<file path="config.mk">
export PLATFORM = sky130hd
export DESIGN_NAME = calc_operand_sequencer
export DESIGN_NICKNAME = d
export VERILOG_FILES = /design/src/rtl/calc_operand_sequencer.sv
export SDC_FILE = /design/constraint.sdc
export NUM_CORES = 1
export LEC_CHECK = 0
export ABC_AREA = 0
export CAP_MARGIN = 10
export CORE_ASPECT_RATIO = 0.9
export CORE_MARGIN = 2
export CORE_UTILIZATION = 37
export CTS_CLUSTER_DIAMETER = 150
export DETAILED_ROUTE_END_ITERATION = 8
export PLACE_DENSITY = 0.82
export SLEW_MARGIN = 0
export SYNTH_ARGS = -nofsm -noshare
export SYNTH_HDL_FRONTEND = slang
export SYNTH_SLANG_ARGS = --single-unit
</file>
<file path="constraint.sdc">
create_clock -name clk -period 3 [get_ports clk]
set_input_delay 0.75 -clock clk [delete_from_list [all_inputs] [get_ports clk]]
set_output_delay 0.75 -clock clk [all_outputs]
set_load 0.02 [all_outputs]
</file>
<file path="src/rtl/calc_operand_sequencer.sv">
// Operand/opcode capture sequencer feeding the calculator ALU over one shared input bus.
// Optional load debounce filter is enabled by defining LOAD_DEBOUNCE_EN.
module calc_operand_sequencer #(
    parameter int WIDTH           = 8,
    parameter int SYNC_STAGES     = 2,
    parameter int DEBOUNCE_CYCLES = 4
) (
    input  logic             clk,
    input  logic             rst,
    input  logic             load,
    input  logic [WIDTH-1:0] data_in,
    input  logic [3:0]       op_in,
    input  logic [WIDTH-1:0] alu_y,
    output logic [WIDTH-1:0] data_a,
    output logic [WIDTH-1:0] data_b,
    output logic [3:0]       alu_sel,
    output logic [WIDTH-1:0] result,
    output logic             result_valid,
    output logic [WIDTH-1:0] io_oe,
    output logic [3:0]       status,
    output logic [2:0]       op_count
);

    typedef enum logic [3:0] {
        WAIT_A = 4'b0001,
        WAIT_B = 4'b0010,
        EXEC   = 4'b0100,
        SHOW   = 4'b1000
    } state_t;

    generate
        if (SYNC_STAGES < 2 || DEBOUNCE_CYCLES < 1) begin : g_bad_param
            $error("calc_operand_sequencer: SYNC_STAGES must be >= 2 and DEBOUNCE_CYCLES >= 1");
        end
    endgenerate

    state_t                 state;
    logic [SYNC_STAGES-1:0] sync_p;
    logic                   level;
    logic                   level_d;
    logic                   load_rise;

    // Synchronizer: load is asynchronous, so it only enters logic through this chain
    always_ff @(posedge clk) begin
        if (rst) begin
            sync_p <= '0;
        end else begin
            sync_p <= {sync_p[SYNC_STAGES-2:0], load};
        end
    end

`ifdef LOAD_DEBOUNCE_EN
    localparam int CNT_W = (DEBOUNCE_CYCLES > 1) ? $clog2(DEBOUNCE_CYCLES) : 1;

    logic [CNT_W-1:0] deb_cnt;
    logic             deb_level;

    // Filtered level flips only once DEBOUNCE_CYCLES consecutive samples disagree with it
    always_ff @(posedge clk) begin
        if (rst) begin
            deb_cnt   <= '0;
            deb_level <= 1'b0;
        end else if (sync_p[SYNC_STAGES-1] != deb_level) begin
            if (deb_cnt == CNT_W'(DEBOUNCE_CYCLES - 1)) begin
                deb_level <= sync_p[SYNC_STAGES-1];
                deb_cnt   <= '0;
            end else begin
                deb_cnt <= deb_cnt + 1'b1;
            end
        end else begin
            deb_cnt <= '0;
        end
    end

    assign level = deb_level;
`else
    assign level = sync_p[SYNC_STAGES-1];
`endif

    always_ff @(posedge clk) begin
        if (rst) begin
            level_d <= 1'b0;
        end else begin
            level_d <= level;
        end
    end

    assign load_rise = level & ~level_d;

    always_ff @(posedge clk) begin
        if (rst) begin
            state        <= WAIT_A;
            data_a       <= '0;
            data_b       <= '0;
            alu_sel      <= '0;
            result       <= '0;
            op_count     <= '0;
            result_valid <= 1'b0;
            io_oe        <= '0;
        end else begin
            case (state)
                WAIT_A: begin
                    if (load_rise) begin
                        data_a <= data_in;
                        state  <= WAIT_B;
                    end
                end
                WAIT_B: begin
                    if (load_rise) begin
                        data_b  <= data_in;
                        alu_sel <= op_in;
                        state   <= EXEC;
                    end
                end
                // Single unconditional cycle; a load_rise here is intentionally ignored
                EXEC: begin
                    result       <= alu_y;
                    op_count     <= op_count + 3'd1;
                    result_valid <= 1'b1;
                    io_oe        <= '1;
                    state        <= SHOW;
                end
                SHOW: begin
                    if (load_rise) begin
                        result_valid <= 1'b0;
                        io_oe        <= '0;
                        state        <= WAIT_A;
                    end
                end
                default: begin
                    result_valid <= 1'b0;
                    io_oe        <= '0;
                    state        <= WAIT_A;
                end
            endcase
        end
    end

    assign status = state;

endmodule

</file>
Word-level counts from Yosys, hierarchy flattened
Cells that the tools add are included.
W data, S select, Z words.
{ "totals": {"reg_bits": 47, "out_inout_bits": 44, "elab_cells": 34} }
{ "op_classes": {"n_addsub": 1, "eq_ne": 7, "n_mux": 8, "n_bitwise": 3, "n_reduce_logical": 5} }
{ "ops": {"columns": ["op", "n"], "rows": [
  ["$pmux W8 S3", 1],
  ["$pmux W4 S4", 1],
  ["$mux W4", 3],
  ["$mux W8", 1],
  ["$ne A2 B2 Y1 const B", 3],
  ["$reduce_and A2 Y1", 3],
  ["$eq A4 B1 Y1 const B", 1],
  ["$eq A4 B2 Y1 const B", 1],
  ["$eq A4 B3 Y1 const B", 1],
  ["$eq A4 B4 Y1 const B", 1],
  ["$add A3 B1 Y3 const B", 1],
  ["$pmux W1 S3", 1],
  ["$reduce_and A3 Y1", 1],
  ["$not A1 Y1", 2],
  ["$reduce_or A2 Y1", 1],
  ["$and A1 B1 Y1", 1],
  ["$mux W1", 1]
]} }

Logic depth before layout (Yosys ltp)
Gate-level depths: netlist of the first run.
{ "depth": {"ltp_word": 4, "mapped_depth": 5, "ltp_nobuf": 4} }

Least setup slack after synthesis of the first run
OpenSTA, ideal clock, no wires.
{ "synth_path": {"kind": "flip-flop to flip-flop", "startpoint": "reg state[1] (netlist: status[1])", "endpoint": "reg op_count[2]", "t_arrival_ns": 1.427, "required_ns": 2.868, "path_slack_ns": 1.441, "path_stages_with_launch": 6, "synth_period_minus_slack_ns": 1.559, "cell_sequence": "dfxtp_1 buf_4 or4b_1 clkbuf_1 o21ai_1 a21oi_1"} }
{ "synth_between": {"elab_chain_len": 1} }
{ "synth_lines": {"columns": ["element", "line", "text"], "rows": [
  ["from (decl)", "37", "state_t state;"],
  ["from (signal assigned)", "92", "state <= WAIT_A;"],
  ["from (signal assigned)", "105", "state <= WAIT_B;"],
  ["from (signal assigned)", "112", "state <= EXEC;"],
  ["$eq A4 B3 Y1", "101", "case (state)"],
  ["to (signal assigned)", "118", "op_count <= op_count + 3'd1;"],
  ["to (decl)", "21", "output logic [2:0] op_count"]
]} }
Every way passes these cells.
A chain may end at the register's enable or synchronous reset.

Worst setup path after layout of the first run
{ "layout_path": {"startpoint": "reg state[1] (netlist: status[1])", "endpoint": "out status[1]"} }
{ "layout_lines": {"columns": ["element", "line", "text"], "rows": [
  ["to (decl)", "20", "output logic [3:0] status,"]
]} }
No word-level cell between the ends.

==> flow_summary.json, run 1 <==
{
  "synth_ff_type": "dfxtp_1",
  "fmax_ghz": 0.444,
  "cts_buffer_depth": 2,
  "drv_slew": 0,
  "crit_slowest_cell": "clkdlybuf4s50_1",
  "ctsHoldBuffers": 0,
  "first_global_vias": 1218,
  "routed_wl_mm": 3.47,
  "grt_pass1_wl_mm": 5.42,
  "fin_crit_ns": 2.25,
  "fin_crit_sh_pct": 75.1,
  "dr_wl_met3_um": 384,
  "chipHeight_um": 67.8,
  "cts_tree": "built",
  "whs_ns": 0.445,
  "synth-edff-count": 0,
  "setup-violations-final": 0,
  "cts_setup_buffers": 0,
  "path_clk_slew_ns": 0.08,
  "rr_startpoint": "status[1]",
  "grt_max_degree": 37,
  "worstMarginPinSlew_ns": 0.702,
  "top_layer": "met4",
  "grt_overflow_total": 0,
  "core_area_sq_mm": 0.00440,
  "fin_skew_ns": 0.00254,
  "start_kind": "flop",
  "maxSlewHeadroom_pct": 53.2,
  "area_delta_synth_final_pct": 43.8,
  "synth.cell_area_sq_mm": 0.00168,
  "crit_buf_inv": 1,
  "clk_latency_ns": 0.29,
  "clockRootBuffer": "clkbuf_8",
  "ios": 67,
  "critical_path_class": "reg -> out",
  "dp.cells": 287,
  "drive_gt1_share_pct": 4.29,
  "post-dp-hpwl_mm": 2.46,
  "htree_levels": 2,
  "dr_wl_met2_mm": 1.44,
  "ys_warn_count": 0,
  "p_total_mw": 0.999,
  "dieWidth_um": 74.9,
  "hold_viol_final": 0,
  "antenna_cells": 0,
  "critPathRequiredTime_ns": 2.25,
  "drc": 0,
  "path_delay_family": "buffers and inverters",
  "synth_nets": 201,
  "antenna_found_initial": 0,
  "ys_ff_latch": 39,
  "ctsResizeCount": 0,
  "syn_avg_cell_area_sq_um": 9.47,
  "synth_cell_types": 30,
  "p_leak_nw": 0.852,
  "rows": 23,
  "async_flop_share_pct": 0,
  "max_stage_delay_ns": 0.68,
  "critPathCaptureType": "primary output",
  "dr.pass1.iters": 4,
  "worstHoldStart": "sync_p[0]",
  "worstPathArrival_ns": 1.50,
  "rsz0062_at_grt": "no",
  "drt-wirelength-per-cell_um": 11.8,
  "clock-sinks": 39,
  "powerDensity_mw_per_mm2": 415,
  "hold_class": "reg -> reg",
  "fillerInstances": 407,
  "cap_violations": 0,
  "cts_buffers": 5,
  "crit_start": "status[1]",
  "ant_nets": 0,
  "multi_input_area_sq_um": 774,
  "cp_max_fo": 10,
  "seqCellArea_sq_um": 781,
  "globalplace.congestion": 0.727,
  "die-area_sq_mm": 0.00508,
  "drt-met1-wl_mm": 1.61,
  "grt_usage_pct": 14.3,
  "setup_tns_ns": 0,
  "fin_cells": 295,
  "vdd_drop_max_mv": 0.242,
  "port_buffers": 66,
  "yosysSeqAreaShare_pct": 46.6,
  "initial_utilization_pct": 38.1,
  "crit_chain": "clkdlybuf4s50_1",
  "dr_total_vias": 1333,
  "drt_iter0_markers": 44,
  "vias_per_cell": 4.52,
  "nNetsFinal": 256,
  "syn_inst": 177,
  "run_status": "finished clean"
}
-- Yosys cell counts, types with 2 or more instances --
library cell / instances / share of area, %
clkbuf_1: 5 / 1.1
nor2b_1: 10 / 3.7
nand2b_1: 33 / 12
mux2i_1: 20 / 12
nand3_1: 2 / 0.60
nand2_1: 21 / 4.7
buf_2: 3 / 0.90
a21oi_1: 11 / 3.3
nor2_1: 4 / 0.90
a211oi_1: 2 / 0.90
dfxtp_1: 39 / 47
buf_4: 9 / 4.0
-- layout make-up --
cell class                 instances  area share (%)
multi-input combinational        118            32.2
clock buffer                       7            4.00
tap                               62            3.22
clock inverter                     1           0.312
inverter                           1           0.156
timing repair buffer              67            27.7
sequential                        39            32.4
-- per-stage QoR --
step / setup WS, ns / instance area [sq um] / utilization [%]
4_1_cts: 0.723 / 2410 / 54.7
5_1_grt: 0.678 / 2410 / 54.7
3_3_place_gp: 0.734 / 2300 / 52.3
3_5_place_dp: 0.668 / 2300 / 52.3
6_report: 0.747 / 2410 / 54.7
2_1_floorplan: 1.44 / 1680 / -
-- registers in the layout, indices dropped and copies added (netlist names) --
name	flops
alu_sel	4
data_a	8
data_b	8
io_oe	1
level_d	1
op_count	3
result	8
status	4
sync_p	2
-- cells in the final DEF, fill, tap and decap left out, drive strengths merged --
cell,n
nor3,1
o22a,1
clkinvlp,1
nor4b,1
o21ai,2
xnor2,1
dfxtp,39
o31ai,1
ha,1
nor4bb,1
a21oi,11
mux2i,20
nor3b,1
inv,1
nand2,21
and3,1
clkdlybuf4s50,66
or3,1
nand3,2
a2111oi,1
buf,1
nor2b,10
a211oi,2
nand2b,33
nand4,1
clkbuf,7
nor2,4
or4b,1
-- metal layers --
| layer | GRT usage (%) | vias up |
|---|---|---|
| li1 | - | 688 |
| met1 | 16.5 | 582 |
| met2 | 22.4 | 59 |
| met3 | 6.92 | 4 |
| met4 | 6.70 | 0 |
| met5 | 0 | - |
-- power by group --
group / switching, mW / internal (mW)
Combinational: 0.0292 / 0.0479
Clock: 0.184 / 0.209
Sequential: 0.00482 / 0.523
Total: 0.218 / 0.780
-- final timing paths --
check	end	slack, ns	cells past startpoint
worst max-delay path	status[1]	0.75	1
worst min-delay path	sync_p[1]	0.44	1
worst max register to register	data_b[4]	1.17	3
worst min register to register	sync_p[1]	0.44	1
-- kinds of logic (layout without fill, tap and decap cells) --
logic type               after synthesis  in the layout  synth area share, %
AND/OR/NAND/NOR                       78             78                 26.7
flip-flops                            39             39                 46.6
multiplexers                          20             20                 11.9
buffers and inverters                 20             76                 7.17
AO/OA/AOI/OAI                         18             18                 6.27
adder cells (fa/ha/maj)                1              1                0.747
XOR/XNOR                               1              1                0.523
Power figures use the tool's default switching activity.
==> run 2, diff against run 1 <==
- clock period: 3 -> 2.3 ns (I/O delays scaled with it)
==> flow_summary.json, run 2 (synthesis results as in run 1) <==
{
  "run_status": "finished clean",
  "critical_path_class": "reg -> out",
  "final_cell_area_sq_mm": 0.00244,
  "ff2ff_path_depth": 3,
  "pwr-share-comb_pct": 7.4,
  "powerDensity_mw_per_mm2": 560,
  "crit_chain": "clkdlybuf4s50_1",
  "fin_crit_sh_pct": 89.9,
  "globalplace.congestion": 0.692,
  "hold_class": "reg -> reg",
  "max_stage_delay_ns": 0.68,
  "r2r_setup_slack_ns": 0.55,
  "core_area_sq_mm": 0.00440,
  "crit_start": "status[1]",
  "routed_wl_mm": 3.24,
  "setup_ws_ns": 0.233,
  "rows": 23,
  "dieWidth_um": 74.9,
  "final_cell_mix": "clkdlybuf4s50_1, dfxtp_1, nand2b_1",
  "clkPwrFrac_pct": 42.1,
  "grt_pass1_wl_mm": 5.09,
  "first_global_vias": 1158,
  "setup-violations-final": 0,
  "drive_gt1_share_pct": 5.11,
  "drt-wirelength-per-cell_um": 10.9,
  "holdPathEnd": "sync_p[1]",
  "final_common_cell": "clkdlybuf4s50_1",
  "maxSlewHeadroom_pct": 60.0,
  "use_met2_pct": 19.1,
  "grtUsageMet3_pct": 6.63,
  "worstHoldStart": "sync_p[0]",
  "crit_buf_inv": 1,
  "fmax_ghz": 0.484,
  "critPathRequiredTime_ns": 1.73,
  "grtUsageMet1_pct": 16.4,
  "grt_usage_pct": 13.1,
  "fin_skew_ns": 0.00868,
  "cts_buffers": 5,
  "vdd_drop_max_mv": 0.294,
  "setup_tns_ns": 0,
  "ctsHoldBuffers": 0,
  "drt_iter0_markers": 53,
  "grt_overflow_total": 0,
  "initial_utilization_pct": 38.1,
  "cts_buffer_depth": 2,
  "whs_ns": 0.443,
  "drc": 0,
  "p_sw_share_pct": 19.6,
  "crit_slowest_cell": "clkdlybuf4s50_1",
  "ios": 67,
  "vias_per_cell": 4.53,
  "dr.pass1.iters": 4,
  "top_regs": "data_a x8, data_b x8, result x8",
  "busiest_layer": "met2",
  "cap_violations": 0,
  "clockRootBuffer": "clkbuf_8",
  "dr_total_vias": 1344,
  "path_clk_slew_ns": 0.07,
  "fin_cells": 297,
  "rr_startpoint": "status[2]",
  "pre_cts_ws_ns": 0.538,
  "p_switching_mw": 0.267,
  "fin_util_pct": 55.4,
  "clk_latency_ns": 0.28,
  "antenna_found_initial": 0,
  "drv_slew": 0,
  "chipHeight_um": 67.8,
  "r2r_end": "op_count[2]",
  "rsz0062_at_grt": "no",
  "port_buffers": 66,
  "grt_max_degree": 32,
  "path_delay_family": "buffers and inverters",
  "sequentialPowerShare_pct": 50.5,
  "worstMarginPinSlew_ns": 0.598,
  "ant_nets": 0,
  "hold_depth": 1,
  "internal_power_mw": 1.10,
  "postPlaceCellArea_sq_mm": 0.00232,
  "dp.cells": 289,
  "fin_crit_ns": 2.07,
  "worstPathArrival_ns": 1.49,
  "post-dp-hpwl_mm": 2.31,
  "p_leak_nw": 0.873,
  "cts_tree": "built",
  "nNetsFinal": 258,
  "htree_levels": 2,
  "cp_max_fo": 10,
  "area_delta_synth_final_pct": 45.5,
  "hold_viol_final": 0,
  "start_kind": "flop",
  "clock-sinks": 39,
  "cts_setup_buffers": 0,
  "p_total_mw": 1.36,
  "ctsResizeCount": 0,
  "critPathCaptureType": "primary output",
  "die-area_sq_mm": 0.00508,
  "antenna_cells": 0
}
==> run 2: how the worst max path moves through the flow <==
stage	endpoint	slack (ns)	depth (start not counted)
after global routing	status[1]	0.17	1
after global placement	status[1]	0.55	1
final	status[1]	0.23	1
after floorplan	op_count[2]	0.74	5
after detailed placement	status[1]	0.54	1
after CTS	status[1]	0.22	1
==> run 2: cell type report <==
cell class	count	area (sq um)
clock inverter	2	35.0
inverter	1	3.75
clock buffer	6	82.6
fill	401	1970
tap	62	77.6
sequential	39	781
timing repair buffer	69	683
multi-input combinational	118	774
==> run 2: power by group through the flow <==
stage / clock network (mW) / registers, mW / logic [mW]
final: 0.575 / 0.689 / 0.100
after global routing: 0.622 / 0.690 / 0.109
after CTS: 0.598 / 0.689 / 0.102
after detailed placement: 0 / 0.704 / 0.102
after global placement: 0 / 0.704 / 0.102
after floorplan: 0 / 0.710 / 0.0408
==> run 2: routing by layer <==
metal  up-vias  wire length (um)
li1        693                 -
met1       595              1510
met2        51              1340
met3         5               348
met4         0                40
met5         -                 0
==> run 3, diff against run 2 <==
- CORE_ASPECT_RATIO: 0.9 -> 0.8
==> flow_summary.json, run 3 (synthesis results as in run 1) <==
{
  "post-dp-hpwl_mm": 2.38,
  "crit_slowest_cell": "clkdlybuf4s50_1",
  "fin_crit_sh_pct": 90.6,
  "area_delta_synth_final_pct": 43.2,
  "chipHeight_um": 64.2,
  "powerDensity_mw_per_mm2": 507,
  "fin_util_pct": 56.4,
  "fin_crit_ns": 2.08,
  "clock-sinks": 39,
  "nNetsFinal": 257,
  "ctsResizeCount": 0,
  "crit_buf_inv": 1,
  "vias_per_cell": 4.57,
  "drive_gt1_share_pct": 3.85,
  "maxSlewHeadroom_pct": 60.3,
  "dr_total_vias": 1331,
  "antenna_found_initial": 0,
  "port_buffers": 66,
  "fillerInstances": 408,
  "critPathRequiredTime_ns": 1.73,
  "path_clk_slew_ns": 0.07,
  "drv_slew": 0,
  "setup_tns_ns": 0,
  "globalplace.congestion": 0.701,
  "hold_viol_final": 0,
  "cap_violations": 0,
  "antenna_cells": 0,
  "dieWidth_um": 79.2,
  "final_cell_mix": "clkdlybuf4s50_1, dfxtp_1, nand2b_1",
  "rsz0062_at_grt": "no",
  "core_area_sq_mm": 0.00426,
  "clk_latency_ns": 0.28,
  "grt_usage_pct": 13.8,
  "clockRootBuffer": "clkbuf_8",
  "cts_buffers": 5,
  "ios": 67,
  "grt_max_degree": 53,
  "crit_chain": "clkdlybuf4s50_1",
  "vdd_drop_max_mv": 0.328,
  "drc": 0,
  "htree_levels": 2,
  "ant_nets": 0,
  "fin_skew_ns": 0.00410,
  "cts_tree": "built",
  "cts_setup_buffers": 0,
  "cp_max_fo": 10,
  "p_leak_nw": 0.854,
  "final_common_cell": "clkdlybuf4s50_1",
  "fmax_ghz": 0.480,
  "run_status": "finished clean",
  "die-area_sq_mm": 0.00509,
  "critical_path_class": "reg -> out",
  "rows": 21,
  "critPathCaptureType": "primary output",
  "start_kind": "flop",
  "dr.pass1.iters": 4,
  "grt_pass1_wl_mm": 5.53,
  "initial_utilization_pct": 39.4,
  "cts_buffer_depth": 2,
  "grt_overflow_total": 0,
  "max_stage_delay_ns": 0.69,
  "drt-wirelength-per-cell_um": 11.6,
  "worstPathArrival_ns": 1.51,
  "path_delay_family": "buffers and inverters",
  "hold_class": "reg -> reg",
  "routed_wl_mm": 3.36,
  "worstMarginPinSlew_ns": 0.593,
  "setup-violations-final": 0,
  "ctsHoldBuffers": 0,
  "top_regs": "data_a x8, data_b x8, result x8",
  "drt_iter0_markers": 35,
  "first_global_vias": 1244
}
[run 3: changes by cell type in the layout (fill, tap and decap cells not counted), sizes merged]
cell | before | now
buf | 3 | 2
bufinv | 1 | 0
clkbuf | 6 | 7
[run 3: power breakdown]
| part | switching, mW | internal (mW) | leakage [nW] |
|---|---|---|---|
| combinational | 0.0386 | 0.0648 | 0.496 |
| clock | 0.212 | 0.213 | 0.0422 |
| sequential | 0.00591 | 0.683 | 0.315 |
| total | 0.257 | 0.960 | 0.854 |
[run 3: layout make-up]
| type | instances | area [sq um] | share of cell area, % |
|---|---|---|---|
| clock buffers | 7 | 76.3 | 3.18 |
| clock inverters | 1 | 5.00 | 0.209 |
| flip-flops and latches | 39 | 781 | 32.5 |
| repair buffers | 68 | 688 | 28.7 |
| multi-input cells | 118 | 774 | 32.3 |
| inverters | 1 | 3.75 | 0.156 |
| well taps | 57 | 71.3 | 2.97 |
[run 3: routing by layer]
metal  up-vias  GRT usage [%]  share of wire [%]
li1        686              -                  -
met1       600           16.4                 47
met2        40           22.1                 44
met3         5           5.51                7.8
met4         0           5.60                1.1
met5         -              0                  0
[run 3: final timing paths]
kind / from / end / slack, ns / cells after the start
worst min-delay path: sync_p[0] / sync_p[1] / 0.44 / 1
worst min register to register: sync_p[0] / sync_p[1] / 0.44 / 1
worst max register to register: status[2] / op_count[2] / 0.56 / 3
worst max-delay path: status[1] / status[1] / 0.22 / 1
[run 3: per-stage QoR]
step	cell area [sq um]	total power [mW]	instances	hold WS [ns]	setup WS (ns)
after global placement	2320	0.808	283	0.422	0.535
after CTS	2400	1.24	291	0.450	0.196
after floorplan	1680	0.750	177	0.414	0.741
after detailed placement	2320	0.809	283	0.426	0.534
final	2400	1.22	291	0.442	0.217
after global routing	2400	1.28	291	0.468	0.135
